File: config.mk
export PLATFORM = sky130hd
export DESIGN_NAME = butterfly_job_scheduler_flat
export DESIGN_NICKNAME = d
export VERILOG_FILES = /design/src/rtl/butterfly_job_scheduler_if.sv /design/src/rtl/butterfly_job_scheduler.sv /design/src/flat_wrapper.sv
export SDC_FILE = /design/constraint.sdc
export NUM_CORES = 1
export LEC_CHECK = 0
export ABC_AREA = 0
export BUFFER_PORTS_ARGS = -buffer_cell sky130_fd_sc_hd__buf_2
export CORE_MARGIN = 2
export CORE_UTILIZATION = 30
export DETAILED_ROUTE_END_ITERATION = 8
export PLACE_DENSITY = 0.56
export SETUP_SLACK_MARGIN = 0.3
export SLEW_MARGIN = 20
export SYNTH_ARGS = -nofsm -noshare
export SYNTH_HDL_FRONTEND = slang
export SYNTH_SLANG_ARGS = --single-unit
export TNS_END_PERCENT = 10
File: constraint.sdc
create_clock -name clk -period 3.7 [get_ports clk]
set_input_delay 0.185 -clock clk [delete_from_list [all_inputs] [get_ports clk]]
set_output_delay 0.185 -clock clk [all_outputs]
set_load 0.02 [all_outputs]
File: src/rtl/butterfly_job_scheduler_if.sv
// Control/stream handshake bundle between host/DMA, the job scheduler and the butterfly processor.
// master: the environment (host, DMA, processor); slave: the scheduler.
interface butterfly_job_scheduler_if #(
  parameter int unsigned LEN_W = 16,
  parameter int unsigned WB_W  = 16
);
  logic             cmd_vld;
  logic             cmd_rdy;
  logic             cmd_is_fft;
  logic [LEN_W-1:0] cmd_length;
  logic             cmd_bypass_p2s;
  logic [WB_W-1:0]  cmd_wbeats;

  logic             is_fft;
  logic [LEN_W-1:0] length;
  logic             is_bypass_p2s;

  logic             wgt_src_vld;
  logic             wgt_src_rdy;
  logic             wgt_dst_vld;

  logic             in_src_vld;
  logic             in_src_rdy;
  logic             proc_up_rdy;
  logic             proc_up_vld;
  logic             proc_dn_vld;

  logic             busy;
  logic             done;
  logic             err;

  modport master (
    output cmd_vld, cmd_is_fft, cmd_length, cmd_bypass_p2s, cmd_wbeats,
    output wgt_src_vld, in_src_vld, proc_up_rdy, proc_dn_vld,
    input  cmd_rdy, is_fft, length, is_bypass_p2s,
    input  wgt_src_rdy, wgt_dst_vld, in_src_rdy, proc_up_vld,
    input  busy, done, err
  );

  modport slave (
    input  cmd_vld, cmd_is_fft, cmd_length, cmd_bypass_p2s, cmd_wbeats,
    input  wgt_src_vld, in_src_vld, proc_up_rdy, proc_dn_vld,
    output cmd_rdy, is_fft, length, is_bypass_p2s,
    output wgt_src_rdy, wgt_dst_vld, in_src_rdy, proc_up_vld,
    output busy, done, err
  );
endinterface

File: src/rtl/butterfly_job_scheduler.sv
// Sequences one butterfly job: IDLE -> WLOAD -> STREAM -> DRAIN -> DONE, holding job config stable.
// Optional DRAIN watchdog with sticky err is enabled by defining BFLY_SCHED_TIMEOUT_EN.
module butterfly_job_scheduler #(
  parameter int unsigned LEN_W   = 16,
  parameter int unsigned WB_W    = 16,
  parameter int unsigned TIMEOUT = 4096
) (
  input logic                      clk,
  input logic                      rst_n,
  butterfly_job_scheduler_if.slave bus
);

  typedef enum logic [2:0] {
    StIdle,
    StWload,
    StStream,
    StDrain,
    StDone
  } state_e;

  state_e           state_q, state_d;
  logic             is_fft_q, is_fft_d;
  logic             bypass_q, bypass_d;
  logic [LEN_W-1:0] length_q, length_d;
  logic [WB_W-1:0]  wbeats_q, wbeats_d;
  logic [WB_W-1:0]  wcnt_q, wcnt_d;
  logic [LEN_W-1:0] icnt_q, icnt_d;
  logic [LEN_W-1:0] ocnt_q, ocnt_d;

  logic wgt_open, in_open;
  logic wgt_fire, in_fire, out_take;
  logic timeout_hit;

  // Zero-beat phases pass nothing through, so their gates stay shut for the single cycle they last.
  assign wgt_open = (state_q == StWload) && (wbeats_q != '0);
  assign in_open  = (state_q == StStream) && (length_q != '0);

  assign wgt_fire = wgt_open & bus.wgt_src_vld;
  assign in_fire  = in_open & bus.in_src_vld & bus.proc_up_rdy;
  assign out_take = ((state_q == StStream) || (state_q == StDrain)) && bus.proc_dn_vld &&
                    (ocnt_q != length_q);

  always_comb begin
    state_d  = state_q;
    is_fft_d = is_fft_q;
    bypass_d = bypass_q;
    length_d = length_q;
    wbeats_d = wbeats_q;
    wcnt_d   = wgt_fire ? wcnt_q + WB_W'(1) : wcnt_q;
    icnt_d   = in_fire ? icnt_q + LEN_W'(1) : icnt_q;
    ocnt_d   = out_take ? ocnt_q + LEN_W'(1) : ocnt_q;

    unique case (state_q)
      StIdle: begin
        if (bus.cmd_vld) begin
          is_fft_d = bus.cmd_is_fft;
          bypass_d = bus.cmd_bypass_p2s;
          length_d = bus.cmd_length;
          wbeats_d = bus.cmd_wbeats;
          wcnt_d   = '0;
          icnt_d   = '0;
          ocnt_d   = '0;
          state_d  = StWload;
        end
      end
      StWload: begin
        if ((wbeats_q == '0) || (wgt_fire && (wcnt_d == wbeats_q))) begin
          state_d = StStream;
        end
      end
      StStream: begin
        if ((length_q == '0) || (in_fire && (icnt_d == length_q))) begin
          state_d = StDrain;
        end
      end
      StDrain: begin
        if ((ocnt_d == length_q) || timeout_hit) begin
          state_d = StDone;
        end
      end
      StDone: begin
        state_d = StIdle;
      end
      default: begin
        state_d = StIdle;
      end
    endcase
  end

  always_ff @(posedge clk) begin
    if (!rst_n) begin
      state_q  <= StIdle;
      is_fft_q <= 1'b0;
      bypass_q <= 1'b0;
      length_q <= '0;
      wbeats_q <= '0;
      wcnt_q   <= '0;
      icnt_q   <= '0;
      ocnt_q   <= '0;
    end else begin
      state_q  <= state_d;
      is_fft_q <= is_fft_d;
      bypass_q <= bypass_d;
      length_q <= length_d;
      wbeats_q <= wbeats_d;
      wcnt_q   <= wcnt_d;
      icnt_q   <= icnt_d;
      ocnt_q   <= ocnt_d;
    end
  end

`ifdef BFLY_SCHED_TIMEOUT_EN
  localparam int unsigned ToW = $clog2(TIMEOUT + 1);

  logic [ToW-1:0] idle_q, idle_d;
  logic           err_q, err_d;

  // idle_d counts cycles since the last output beat (or DRAIN entry), including this one, so
  // DONE lands exactly TIMEOUT cycles after the last beat.
  always_comb begin
    idle_d      = '0;
    timeout_hit = 1'b0;
    if ((state_q == StDrain) && !bus.proc_dn_vld) begin
      idle_d      = idle_q + ToW'(1);
      timeout_hit = (idle_d >= ToW'(TIMEOUT - 1)) && (ocnt_d != length_q);
    end
    err_d = err_q | timeout_hit;
  end

  always_ff @(posedge clk) begin
    if (!rst_n) begin
      idle_q <= '0;
      err_q  <= 1'b0;
    end else begin
      idle_q <= idle_d;
      err_q  <= err_d;
    end
  end

  assign bus.err = err_q;
`else
  logic unused_timeout;

  assign unused_timeout = ^TIMEOUT;
  assign timeout_hit    = 1'b0;
  assign bus.err        = 1'b0;
`endif

  assign bus.cmd_rdy       = (state_q == StIdle);
  assign bus.busy          = (state_q != StIdle);
  assign bus.done          = (state_q == StDone);
  assign bus.is_fft        = is_fft_q;
  assign bus.length        = length_q;
  assign bus.is_bypass_p2s = bypass_q;
  assign bus.wgt_src_rdy   = wgt_open;
  assign bus.wgt_dst_vld   = wgt_fire;
  assign bus.in_src_rdy    = in_open & bus.proc_up_rdy;
  assign bus.proc_up_vld   = in_open & bus.in_src_vld;

endmodule

File: src/flat_wrapper.sv
// flat-port wrapper written by rule: the top's interface ports become plain ports
module butterfly_job_scheduler_flat 
#(
  parameter int unsigned LEN_W   = 16,
  parameter int unsigned WB_W    = 16,
  parameter int unsigned TIMEOUT = 4096
)
  (clk, rst_n, bus_cmd_vld, bus_cmd_is_fft, bus_cmd_length, bus_cmd_bypass_p2s, bus_cmd_wbeats, bus_wgt_src_vld, bus_in_src_vld, bus_proc_up_rdy, bus_proc_dn_vld, bus_cmd_rdy, bus_is_fft, bus_length, bus_is_bypass_p2s, bus_wgt_src_rdy, bus_wgt_dst_vld, bus_in_src_rdy, bus_proc_up_vld, bus_busy, bus_done, bus_err);
  butterfly_job_scheduler_if #(.LEN_W(LEN_W), .WB_W(WB_W)) bus_i ();
  input logic clk;
  input logic rst_n;
  input wire logic [$bits(bus_i.cmd_vld)-1:0] bus_cmd_vld;
  input wire logic [$bits(bus_i.cmd_is_fft)-1:0] bus_cmd_is_fft;
  input wire logic [$bits(bus_i.cmd_length)-1:0] bus_cmd_length;
  input wire logic [$bits(bus_i.cmd_bypass_p2s)-1:0] bus_cmd_bypass_p2s;
  input wire logic [$bits(bus_i.cmd_wbeats)-1:0] bus_cmd_wbeats;
  input wire logic [$bits(bus_i.wgt_src_vld)-1:0] bus_wgt_src_vld;
  input wire logic [$bits(bus_i.in_src_vld)-1:0] bus_in_src_vld;
  input wire logic [$bits(bus_i.proc_up_rdy)-1:0] bus_proc_up_rdy;
  input wire logic [$bits(bus_i.proc_dn_vld)-1:0] bus_proc_dn_vld;
  output wire logic [$bits(bus_i.cmd_rdy)-1:0] bus_cmd_rdy;
  output wire logic [$bits(bus_i.is_fft)-1:0] bus_is_fft;
  output wire logic [$bits(bus_i.length)-1:0] bus_length;
  output wire logic [$bits(bus_i.is_bypass_p2s)-1:0] bus_is_bypass_p2s;
  output wire logic [$bits(bus_i.wgt_src_rdy)-1:0] bus_wgt_src_rdy;
  output wire logic [$bits(bus_i.wgt_dst_vld)-1:0] bus_wgt_dst_vld;
  output wire logic [$bits(bus_i.in_src_rdy)-1:0] bus_in_src_rdy;
  output wire logic [$bits(bus_i.proc_up_vld)-1:0] bus_proc_up_vld;
  output wire logic [$bits(bus_i.busy)-1:0] bus_busy;
  output wire logic [$bits(bus_i.done)-1:0] bus_done;
  output wire logic [$bits(bus_i.err)-1:0] bus_err;
  assign bus_i.cmd_vld = bus_cmd_vld;
  assign bus_i.cmd_is_fft = bus_cmd_is_fft;
  assign bus_i.cmd_length = bus_cmd_length;
  assign bus_i.cmd_bypass_p2s = bus_cmd_bypass_p2s;
  assign bus_i.cmd_wbeats = bus_cmd_wbeats;
  assign bus_i.wgt_src_vld = bus_wgt_src_vld;
  assign bus_i.in_src_vld = bus_in_src_vld;
  assign bus_i.proc_up_rdy = bus_proc_up_rdy;
  assign bus_i.proc_dn_vld = bus_proc_dn_vld;
  assign bus_cmd_rdy = bus_i.cmd_rdy;
  assign bus_is_fft = bus_i.is_fft;
  assign bus_length = bus_i.length;
  assign bus_is_bypass_p2s = bus_i.is_bypass_p2s;
  assign bus_wgt_src_rdy = bus_i.wgt_src_rdy;
  assign bus_wgt_dst_vld = bus_i.wgt_dst_vld;
  assign bus_in_src_rdy = bus_i.in_src_rdy;
  assign bus_proc_up_vld = bus_i.proc_up_vld;
  assign bus_busy = bus_i.busy;
  assign bus_done = bus_i.done;
  assign bus_err = bus_i.err;
  butterfly_job_scheduler #(.LEN_W(LEN_W), .WB_W(WB_W), .TIMEOUT(TIMEOUT)) u_core (.clk(clk), .rst_n(rst_n), .bus(bus_i));
endmodule
; Yosys cells after proc, flatten, opt, wreduce, memory -nomap -nowiden
; Index checks and enable logic that the tools add are counted.
[totals]
reg_bits = 85
out_inout_bits = 26
wordCells = 58
[classes]
n_bitwise = 4
n_addsub = 3
reduce_logical = 17
eq_ne = 12
muxes = 14
[ops]
columns = op, n
row1 = $mux 16, 9
row2 = $add 16x1->16 const B, 3
row3 = $eq 16x16->1, 3
row4 = $logic_not 16->1, 2
row5 = $reduce_bool 16->1, 2
row6 = $ne 16x16->1, 1
row7 = $mux 3, 4
row8 = $pmux 3 s4, 1
row9 = $ne 2x2->1 const B, 4
row10 = $eq 3x2->1 const B, 2
row11 = $logic_and 1x1->1, 6
row12 = $and 1x1->1, 4
row13 = $reduce_and 4->1, 1
row14 = $eq 3x1->1 const B, 1
row15 = $eq 3x3->1 const B, 1
row16 = $logic_not 3->1, 1
row17 = $logic_or 1x1->1, 3
row18 = $reduce_bool 3->1, 1
row19 = $reduce_and 2->1, 1

; Longest topological paths before layout
[depth]
ltp_word = 10
mapped_depth = 11
mapped_depth_nobuf = 10

; Worst setup path after synthesis
; Ideal clock, no wire load.
[synth_path]
path_kind = reg2reg
startpoint = register u_core.length_q[1], in the netlist u_core.bus.length[1]
endpoint = register u_core.state_q[0]
n_path_buf = 2
path_stages_with_launch = 12
setup_time_ps = 122
required_ps = 3578
arrival_ps = 3169
slack_ps = 409
cell_sequence = dfxtp_1 > buf_2 > nor4_1 > and4_1 > buf_6 > or4_4 > a22o_1 > or4b_1 > or4_1 > o21ai_2 > a21oi_1 > a311o_1
[synth_via]
elab_chain_len = 10
elab_cells_between_ends = 16
cone_classes = eq/ne (5) / mux (2) / bitwise (2) / reduce/logical (7)
[synth_lines]
columns = element, line
row1 = from (decl), butterfly_job_scheduler.sv:24  ; logic [LEN_W-1:0] length_q, length_d;
row2 = from (signal assigned), butterfly_job_scheduler.sv:104  ; length_q <= length_d;
row3 = $reduce_bool 16->1, butterfly_job_scheduler.sv:36  ; assign in_open = (state_q == StStream) && (length_q != '0);
row4 = $logic_and 1x1->1, butterfly_job_scheduler.sv:36
row5 = $and 1x1->1 (2 in series), butterfly_job_scheduler.sv:39  ; assign in_fire = in_open & bus.in_src_vld & bus.proc_up_rdy;
row6 = $mux 16, butterfly_job_scheduler.sv:50  ; icnt_d = in_fire ? icnt_q + LEN_W'(1) : icnt_q;
row7 = $eq 16x16->1, butterfly_job_scheduler.sv:72  ; if ((length_q == '0) || (in_fire && (icnt_d == length_q))) begin
row8 = $logic_and 1x1->1, butterfly_job_scheduler.sv:72
row9 = $logic_or 1x1->1, butterfly_job_scheduler.sv:72
row10 = $ne 2x2->1 (no source line), -
row11 = $reduce_and 4->1 (no source line) (*), -
row12 = to (signal assigned), butterfly_job_scheduler.sv:92  ; state_q <= StIdle;
row13 = to (signal assigned), butterfly_job_scheduler.sv:101  ; state_q <= state_d;
row14 = to (decl), butterfly_job_scheduler.sv:21  ; state_e state_q, state_d;
; Mark *: on every way between the ends. The rest lies on a longest branch, timed or not.
; A chain may end at the register's enable or synchronous reset.

; Final worst setup path
[layout_path]
startpoint = register u_core.length_q[14], in the netlist u_core.bus.length[14]
endpoint = register u_core.state_q[0]
; Same word-level chain as after synthesis.

==> reports/summary.md <==
The most common cell in the synthesized netlist is sky130_fd_sc_hd__nand2_1. The synthesis-to-layout area growth is 17.5%, and the final layout net count is 803. The logs give 0.0190 mm2 for the area of the die and 67 for the top-level port count.

Routability-driven placement finished with a final weighted congestion of 0.961. The HPWL reported at the end of detailed placement was 12.0 mm; the number of antenna violations at the first check in global routing was 0. The final count of pins violating max slew was 0; the count of filler cells inserted in the layout was 1887.

The final-report hold violation count was 0; the fraction of power consumed by the clock network was 0.300. The switching part of the total power works out to 0.385. For this run, the slowest stage of the critical path takes 0.56 ns. The run gives 0 as the total congestion overflow. The pre-antenna-repair detailed-routing pass consisted of 5 iterations. The detail route stage leaves a number of antenna-violating nets equal to 0. The remaining max-slew budget at the tightest pin was 0.451. Synthesized netlist net count: 749.

The synthesized area per cell works out to 7.62 um2. The per-cell routed wire length came out at 16.3 um. Remaining design rule violation count: 0.

The start-to-end type of the worst setup path was register to register. Share of synthesized flip-flops with an asynchronous set or reset: 0. The endpoint identified for the worst register-to-register timing path is u_core.state_q[0]$_SDFFE_PN0P_.

The worst register-to-register path has a depth of 9. The total routing resource utilization after global routing is 0.176. Sorting the synthesized cells by how often they occur yields sky130_fd_sc_hd__nand2_1, sky130_fd_sc_hd__dfxtp_1, sky130_fd_sc_hd__nor2_1.

Total power for the finished layout comes to 3190 uW. The tree is rooted in a sky130_fd_sc_hd__clkbuf_16. The worst hold path was traced through 3 stages.

At the placement stage, the worst setup path has a slack of 0.355 ns. The share of total power in combinational logic was 0.358; the detailed-route vias per instance was 5.21. The run gives 0.342 as the portion of total power attributed to sequential cells. The worst setup path is launched from a register. For the worst setup path, the data required time is 3.95 ns.

In this run, distinct cell masters in the synthesized netlist total 70. Counting flops and latches in the post-synthesis netlist gives 85. The number of clock buffers added by TritonCTS is 9. In this run the power density over the cells is 505 mW/mm2.

Detailed routing inserted a total of 5154 vias. Setup slack on the worst reg-to-reg path comes out at 0.37 ns. Total setup violations reported at the end of the flow: 0. Yosys mapped a number of flops with a built-in enable equal to 0.

Entering global routing, the biggest net connects 41 pins. The count of yosys warnings during synthesis is 0. Number of hold buffers added after CTS: 0.

The run finished with clean final reports. The largest total area in the synthesized netlist belongs to sky130_fd_sc_hd__dfxtp_1. In this run the worst path has a maximum fanout of 7. The max-capacitance violation count was 0. The number of buffers added on ports is 65, and the final-layout worst hold slack is 0.0678 ns. The slew of the pin with the lowest slew margin was 0.823 ns.

After clock tree synthesis, the clock-pin slew on the worst setup and hold paths is 0.07 ns. After the first detailed-routing iteration, the DRC count stood at 325. The core region is 0.0174 mm2. The clock insertion delay at the later pin of the skew report is 0.36 ns, and the highest clock frequency the design can meet is 0.300 GHz.

The synthesized netlist occupies a cell area of 0.00537 mm2. The TritonCTS sink count came out at 85. Hold path startpoint: bus_cmd_wbeats[2]. The H-tree was split into 3 levels. The share of the synthesized area in the top cell type was 0.317; the via count of the first global-routing pass was 4744.

The area of placed instances is 0.00595 mm2, and the share of the cycle needed by the critical path after routing is 0.901. The number of rows in the core area came out at 48. The peak ir drop on the vdd network came out at 0.280 mV. The net switching power figure was 1230 uW.

Setup total negative slack: 0 ns. For the buffer levels on the longest clock path, the log shows 2. The worst setup path is captured at a register. The die is 138 um tall.

The path with the worst hold slack has its endpoint at u_core.wbeats_q[2]$_SDFFE_PN0P_. The initial core utilization was 0.308. Setup repair after global routing left no endpoint under its margin.

Wires add up to 16.1 mm. The global-route wire length before repair came out at 25.6 mm. For the cell count after synthesis, the log shows 705. Worst reg2reg path startpoint: u_core.bus.length[14]$_SDFFE_PN0P_. Library cell contributing the largest single delay on the critical path: sky130_fd_sc_hd__or4_4. After routing the design area is 0.00631 mm2. Subtracting the final worst setup slack from the clock period gives 3.33 ns. The count of inserted antenna diode cells was 0.

STA puts the critical path data arrival time at 3.58 ns. In this run the worst hold path is classified as input pin to register. Sorting the synthesized cells by area gives the leading types as sky130_fd_sc_hd__dfxtp_1, sky130_fd_sc_hd__nand2_1, sky130_fd_sc_hd__xnor2_1.

The signal on the critical path passes through nor4_1 > and4_1 > or4_4 > a22o_1 > or4b_1 > or4_1 > o21ai_2 > a21oi_1 > a311o_1. The leakage power came out at 0.00235 uW. The final clock skew is 0.0103 ns, and the die width is 138 um. The fraction of layout instances using a drive strength above 1 was 0.166; the cell-internal power was 1960 uW. Most used flip-flop cell after synthesis: sky130_fd_sc_hd__dfxtp_1. Final critical-path setup slack: 0.365 ns. TritonCTS built the clock tree.

The run gives 0.317 as the proportion of synthesized chip area in sequential cells.
==> placed cells by master (no fill, tap or decap), types with 9 or more instances in the layout <==
cell type | netlist | layout
sky130_fd_sc_hd__a21boi_0 | 34 | 34
sky130_fd_sc_hd__a21oi_1 | 21 | 21
sky130_fd_sc_hd__and2_1 | 10 | 10
sky130_fd_sc_hd__buf_2 | 7 | 65
sky130_fd_sc_hd__buf_4 | 3 | 25
sky130_fd_sc_hd__clkbuf_16 | 0 | 9
sky130_fd_sc_hd__dfxtp_1 | 85 | 84
sky130_fd_sc_hd__inv_1 | 16 | 16
sky130_fd_sc_hd__mux2i_1 | 9 | 9
sky130_fd_sc_hd__nand2_1 | 109 | 109
sky130_fd_sc_hd__nand3_1 | 27 | 26
sky130_fd_sc_hd__nand4_1 | 20 | 20
sky130_fd_sc_hd__nor2_1 | 83 | 82
sky130_fd_sc_hd__nor2b_1 | 10 | 10
sky130_fd_sc_hd__nor3_1 | 10 | 10
sky130_fd_sc_hd__nor4_1 | 21 | 17
sky130_fd_sc_hd__o21ai_0 | 15 | 15
sky130_fd_sc_hd__xnor2_1 | 41 | 41
sky130_fd_sc_hd__xor2_1 | 41 | 41
==> power groups by stage <==
stage,logic [uW],registers (uW),clock network (uW)
3_3_place_gp,1120,1100,0
4_1_cts,1120,1080,979
2_1_floorplan,700,1130,0
5_1_grt,1260,1100,1020
6_report,1140,1090,958
3_5_place_dp,1120,1100,0
==> per-layer routing <==
| layer | part of all wire | wire length [um] | vias up | global-route usage |
|---|---|---|---|---|
| li1 | - | - | 2566 | - |
| met1 | 0.46 | 7410 | 2381 | 0.238 |
| met2 | 0.46 | 7360 | 182 | 0.279 |
| met3 | 0.061 | 989 | 25 | 0.0353 |
| met4 | 0.023 | 373 | 0 | 0.0607 |
| met5 | 0 | 0 | - | 0 |
==> worst max-delay path, delay by kind of cell (launching register included) <==
kind	cells	cell delay (ns)
and+or+nand+nor	5	1.94
AOI/OAI and AO/OA	4	0.81
DFF	1	0.47
==> worst max-delay path by stage <==
stage                                             from                        endpoint  slack [ns]  cells after the start
floorplan            u_core.bus.length[1]$_SDFFE_PN0P_  u_core.state_q[0]$_SDFFE_PN0P_        0.41                     11
global placement    u_core.bus.length[10]$_SDFFE_PN0P_  u_core.state_q[0]$_SDFFE_PN0P_        0.33                      9
detailed placement  u_core.bus.length[10]$_SDFFE_PN0P_  u_core.state_q[0]$_SDFFE_PN0P_        0.36                      9
CTS                 u_core.bus.length[10]$_SDFFE_PN0P_  u_core.state_q[0]$_SDFFE_PN0P_        0.34                      9
global route          u_core.wbeats_q[13]$_SDFFE_PN0P_  u_core.state_q[0]$_SDFFE_PN0P_        0.27                      9
finish              u_core.bus.length[14]$_SDFFE_PN0P_  u_core.state_q[0]$_SDFFE_PN0P_        0.37                      9
==> kinds of logic (layout without fill, tap and decap cells) <==
group,count (synthesis),in the layout,synth area share
simple gates,342,342,0.316
xor+xnor,82,82,0.134
fa+ha+maj,3,3,0.00699
flops,85,85,0.317
mux,10,10,0.0189
compound gates,119,119,0.157
other cells,1,1,0.000698
buf+inv,63,122,0.0496
==> flip-flops by register name (all words and copies together) (netlist names) <==
register / cells
u_core.state_q: 3
u_core.bus.is_fft: 1
u_core.bus.is_bypass_p2s: 1
u_core.bus.length: 16
u_core.icnt_q: 16
u_core.wbeats_q: 16
u_core.wcnt_q: 16
u_core.ocnt_q: 16
==> final cells by class <==
class	instances	area [um2]	area share
sequential	85	1700	0.270
timing repair buffer	90	513	0.0813
clock buffer	9	225	0.0357
inverter	16	60.1	0.00952
multi-input combinational	557	3450	0.547
clock inverter	7	78.8	0.0125
tap	225	282	0.0446
==> what timing repair did <==
action | CTS | global route
endpoints found under the hold margin | 0 | 0
endpoints found under the setup margin | 0 | 2
gates resized for setup | 0 | 13
setup buffers | 0 | 1
==> stage by stage <==
step,std cells,util
after floorplan,705,-
final,989,0.362
after CTS,988,0.359
after global placement,972,0.342
after global routing,989,0.362
after detailed placement,972,0.342
Note: power is estimated with default switching activity, not from simulation.
